## src/rtl/pe_load_sequencer.sv

```systemverilog
// Loads instruction, operand A and operand B words into a PE, then starts it
// and waits for completion, flagging a sticky error if the PE never answers.
module pe_load_sequencer #(
  parameter logic [15:0] TIMEOUT_CYCLES = 16'd1000
) (
  input  logic        clock,
  input  logic        reset,
  input  logic        cfg_valid,
  input  logic [31:0] cfg_data,
  output logic        cfg_ready,
  output logic [31:0] load_data,
  output logic        instr_en,
  output logic        op_a_en,
  output logic        op_b_en,
  output logic        pe_start,
  input  logic        pe_done,
  output logic        busy,
  output logic        timeout_err
);

  typedef enum logic [2:0] {LD_INSTR, LD_A, LD_B, START, WAIT} state_t;

  state_t      state;
  logic [15:0] wait_cnt;
  logic        accept;

  assign accept = cfg_valid && cfg_ready;

  always_ff @(posedge clock) begin
    if (reset) begin
      state       <= LD_INSTR;
      wait_cnt    <= 16'd0;
      load_data   <= 32'd0;
      instr_en    <= 1'b0;
      op_a_en     <= 1'b0;
      op_b_en     <= 1'b0;
      pe_start    <= 1'b0;
      busy        <= 1'b0;
      cfg_ready   <= 1'b1;
      timeout_err <= 1'b0;
    end else begin
      instr_en <= 1'b0;
      op_a_en  <= 1'b0;
      op_b_en  <= 1'b0;
      pe_start <= 1'b0;
      case (state)
        LD_INSTR: if (accept) begin
          load_data <= cfg_data;
          instr_en  <= 1'b1;
          busy      <= 1'b1;
          state     <= LD_A;
        end
        LD_A: if (accept) begin
          load_data <= cfg_data;
          op_a_en   <= 1'b1;
          state     <= LD_B;
        end
        LD_B: if (accept) begin
          load_data <= cfg_data;
          op_b_en   <= 1'b1;
          cfg_ready <= 1'b0;
          state     <= START;
        end
        // Two cycles here: the first lets operand B settle, the second pulses pe_start.
        START: begin
          if (!pe_start) pe_start <= 1'b1;
          else begin
            wait_cnt <= 16'd0;
            state    <= WAIT;
          end
        end
        WAIT: begin
          // pe_done wins over a simultaneous timeout.
          if (pe_done || wait_cnt == TIMEOUT_CYCLES - 16'd1) begin
            if (!pe_done) timeout_err <= 1'b1;
            wait_cnt  <= 16'd0;
            busy      <= 1'b0;
            cfg_ready <= 1'b1;
            state     <= LD_INSTR;
          end else begin
            wait_cnt <= wait_cnt + 16'd1;
          end
        end
        default: begin
          state     <= LD_INSTR;
          busy      <= 1'b0;
          cfg_ready <= 1'b1;
        end
      endcase
    end
  end

endmodule
```

## config.mk

```make
export PLATFORM = sky130hd
export DESIGN_NAME = pe_load_sequencer
export DESIGN_NICKNAME = d
export VERILOG_FILES = /design/src/rtl/pe_load_sequencer.sv
export SDC_FILE = /design/constraint.sdc
export NUM_CORES = 1
export LEC_CHECK = 0
export BUFFER_PORTS_ARGS = -buffer_cell sky130_fd_sc_hd__buf_2
export CAP_MARGIN = 20
export CORE_UTILIZATION = 40
export DETAILED_ROUTE_END_ITERATION = 8
export SYNTH_ARGS = -nofsm -noshare
export SYNTH_HDL_FRONTEND = slang
export SYNTH_SLANG_ARGS = --single-unit
```

## constraint.sdc

```tcl
create_clock -name clock -period 3.95 [get_ports clock]
set_input_delay 0.9875 -clock clock [delete_from_list [all_inputs] [get_ports clock]]
set_output_delay 0.9875 -clock clock [all_outputs]
set_load 0.02 [all_outputs]
```

Yosys cells after proc, flatten, opt, wreduce, memory -nomap -nowiden
Cells that the tools add are included.

word-level totals
  bits in registers = 58
  input bits = 36
  output and inout port bits = 39
  logic and storage cells = 62

operators by class
  add/subtract/negate cells = 1
  equal/unequal tests = 10
  muxes and demuxes = 17
  bitwise operators = 7
  reductions and logical operators = 17

operator list
  kind                   count
  $mux 16                2
  $pmux 16 s2            1
  $add 16x1->16 const B  1
  $eq 16x10->1 const B   1
  $mux 3                 5
  $pmux 3 s5             1
  $ne 2x2->1 const B     5
  $reduce_and 3->1       3
  $reduce_or 3->1        3
  $reduce_or 2->1        4
  $not 1->1              7
  $eq 3x2->1 const B     2
  $mux 1                 6
  $pmux 1 s3             2
  $reduce_and 5->1       1
  $reduce_and 2->1       2
  $eq 3x1->1 const B     1
  $eq 3x3->1 const B     1
  $logic_not 3->1        1
  $reduce_bool 2->1      1
  $logic_and 1x1->1      1
  $logic_or 1x1->1       1

Depth between registers and ports, before layout
  depth in word-level cells = 4
  mapped depth = 7

Least setup slack after synthesis
No wires, ideal clock.

  path type = input to register
  start point = input port pe_done
  end point = register wait_cnt[8]
  library setup time = 87 ps
  arrival = 2095 ps
  required time = 3863 ps
  slack = 1768 ps
  cell stages on the path = 5
  cells stage by stage = nor4b_4 -> nor2b_1 -> buf_2 -> nand3_1 -> o31ai_1

on the way
  word-level cells in the longest chain between the ends = 3

ends and longest elaborated chain
  what                  line  RTL
  from (decl)           16    input logic pe_done,
  $logic_or 1x1->1      74    if (pe_done || wait_cnt == TIMEOUT_CYCLES - 16'd1) begin
  $mux 16               74
  $pmux 16 s2           46    case (state)
  to (signal assigned)  81    wait_cnt <= wait_cnt + 16'd1;
  to (decl)             24    logic [15:0] wait_cnt;

Every way passes these cells.
A chain may end at the register's enable or synchronous reset.

Final worst setup path
  start point = register wait_cnt[0]
  end point = register busy

on the way
  word-level cells in the longest chain between the ends = 4

ends and longest elaborated chain
  what                               line  RTL
  $eq 16x10->1                       74
  $logic_or 1x1->1                   74
  $ne 2x2->1 (no source line)        --
  $reduce_and 3->1 (no source line)  --
  to (signal assigned)               50    busy <= 1'b1;
  to (signal assigned)               77    busy <= 1'b0;
  to (signal assigned)               86    busy <= 1'b0;
  to (decl)                          17    output logic busy,

Every way passes these cells.

==> out/results.ini <==
[clock_tree]
cts-root-buf = clkbuf_8
post_cts.repair.setup_buffers = 0
path_clk_slew_ns = 0.07
cts.repair.resized = 0
clock_latency_on_the_worst_skew_pair_ns = 0.34
clock_tree_from_tritoncts = done
number_of_clock_sinks_seen_by_cts = 58
ctsLongestPathBuffers = 2
hold_buffers = 0
cts_made_buffers = 9
h_tree_depth = 3

[synth]
synth-warning-count = 0
synth_area_per_cell_um2 = 8.21
synth-main-ff-cell = dfxtp_1
synth_edf_count = 0
synth_cells = 297
synth_nets = 334
synthArstFlopShare = 0
yosys_register_bits = 58
yosysSeqAreaShare = 0.476
synth.lib_cells_used.distinct = 47
synth_area_um2 = 2440

[detailed_routing]
vias_per_cell = 5.28
route.detailed.wl_per_inst_um = 12.9
number_of_design_rule_violations_left_by_the_first_detailed_router_iteration = 160
detail-route-antenna-nets = 0
routed_wirelength_um = 5720
detail_route.drc_violations = 0
drt-pass1-iter-count = 4
dr_total_vias = 2350

[final_layout]
regArea_um2 = 1160
layout.filler_cells = 618
antenna-diode-count = 0
area_delta_synth_final_pct = 26.3
final_core_util = 0.523
multi_input_area_um2 = 1200
layout.nets = 402
final_layout_size_suffix_gt1_frac = 0.268

[die]
number_of_top_level_pins = 75
die_h_um = 80.1
fp.coreArea_um2 = 5890
floorplan.die.width_um = 80.1
core.rowCount = 28
initial_utilization = 0.414
fp.dieArea_um2 = 6410

[critical_path]
crit_required_ns = 4.18
crit_type = register to register
worst_setup_path_end_kind = register
start_kind = register
timing.critical_path.fanout_max = 17
arrival_ns = 2.58

[sta]
final_hold_viol_count = 0
setup-violations-final = 0
timing.final.crit_period_ns = 2.35
setup_ws_ns = 1.60
whs_ns = 0.451
unrepaired_setup_endpoints_after_global_routing = false
setup_tns_ns = 0
post-route-period-util = 0.595
maxSlewViolCount = 0
timing_worst_slew_pin_value_ns = 1.01
slew_headroom = 0.330
fmax_mhz = 425
fin_skew_ns = 0.00978

[grt]
globalRouteTotalUtil = 0.195
grt_pass1_wl_um = 9690
grt_max_degree = 50
grt_antenna_before_repair = 0
grt_overflow = 0
first_global_vias = 2117

[job]
cap_viol_max_count = 0

[placed_design]
finalWeightedCongestion = 0.748
numPortBuffers = 74
post-place-ws_ns = 1.30
dp.final_hpwl_um = 3660

[hold_path]
holdCritPathClass = register to register

[power_and_ir_drop]
switching_share = 0.248
internal-power_mw = 1.03
post-layout-total-power_mw = 1.37
power_switching_mw = 0.340
clock_power_share = 0.444
power.combinational.fraction = 0.099
power_frac_seq = 0.458
ir_drop_mv = 0.247
cell_pwr_density_nw_per_um2 = 445
power.leakage_nw = 1.31

[run_status]
status = finished, final reports clean

==> layout by cell type (no fill, tap or decap), types with 5 or more instances in the layout <==
cell type / netlist / layout
clkbuf_8: 0 / 10
nand2_1: 77 / 77
buf_2: 2 / 74
a21oi_1: 35 / 35
a31oi_1: 14 / 14
nand4_1: 5 / 5
nor3_1: 5 / 5
nand3_1: 9 / 9
dfxtp_1: 58 / 58
nor4_1: 5 / 5
nor2_1: 12 / 12
nand3b_1: 6 / 6
==> kinds of logic after synthesis <==
kind of cell    after synthesis  share of synthesized area
compound gates               72                      0.188
mux                           1                    0.00410
fa+ha+maj                     1                    0.00513
simple gates                142                      0.290
flops                        58                      0.476
buf+inv                      23                     0.0364
==> cell usage after synthesis, drive strengths merged (3+ instances only) <==
master,count,area [um2]
nand3,10,55.1
nor3,5,25.0
inv,3,11.3
a31oi,14,87.6
nand3b,6,45.0
nor4,5,31.3
buf,3,13.8
nand4,6,43.8
or4,3,26.3
a31o,3,26.3
a21oi,35,175
and3,3,18.8
a22o,3,26.3
nand2,77,289
clkbuf,17,63.8
nor2,12,45.0
dfxtp,58,1160
==> path summary, 6_finish.rpt <==
path                                                   to  slack, ns  depth (start not counted)                 startpoint
worst min register to register  load_data[9]$_SDFFE_PP0P_       0.45                          2  load_data[9]$_SDFFE_PP0P_
worst min-delay path            load_data[9]$_SDFFE_PP0P_       0.45                          2  load_data[9]$_SDFFE_PP0P_
worst max register to register          busy$_SDFFE_PP0P_       1.60                          5   wait_cnt[0]$_SDFFE_PP0P_
worst max-delay path                    busy$_SDFFE_PP0P_       1.60                          5   wait_cnt[0]$_SDFFE_PP0P_
==> registers in the layout (all words and copies together) (netlist names) <==
register	count
op_a_en	1
instr_en	1
load_data	32
state	3
cfg_ready	1
pe_start	1
timeout_err	1
op_b_en	1
busy	1
wait_cnt	16
==> worst max-delay path: stages, from the launching register on <==
cell      delay, ns
dfxtp_1        0.38
ha_1           0.24
and3_1         0.17
nand4_1        0.59
a2111o_1       0.61
a221oi_1       0.27
==> power groups by stage <==
stage               Clock [mW]  Combinational, mW  Sequential [mW]
global route             0.650              0.152            0.630
floorplan                    0             0.0576            0.664
CTS                      0.621              0.137            0.627
detailed placement           0              0.136            0.640
global placement             0              0.134            0.639
finish                   0.608              0.135            0.627
==> stage by stage <==
step / cells / instance area (um2)
after global placement: 429 / 2860
after floorplan: 297 / 2440
final: 445 / 3080
after CTS: 445 / 3080
after detailed placement: 429 / 2860
after global routing: 445 / 3080
==> layer usage <==
layer	up-vias	global-route usage	share of wire
li1	1198	-	-
met1	1092	0.261	0.49
met2	50	0.289	0.45
met3	10	0.0420	0.040
met4	0	0.111	0.021
met5	-	0	0
==> cell type report <==
| class | count | share of cell area |
|---|---|---|
| Multi-Input combinational cell | 216 | 0.390 |
| Tap cell | 75 | 0.0305 |
| Clock buffer | 11 | 0.0459 |
| Inverter | 3 | 0.00366 |
| Sequential cell | 58 | 0.377 |
| Timing Repair Buffer | 77 | 0.128 |
| Clock inverter | 5 | 0.0252 |
No activity file was read; power rests on OpenSTA's default activity.
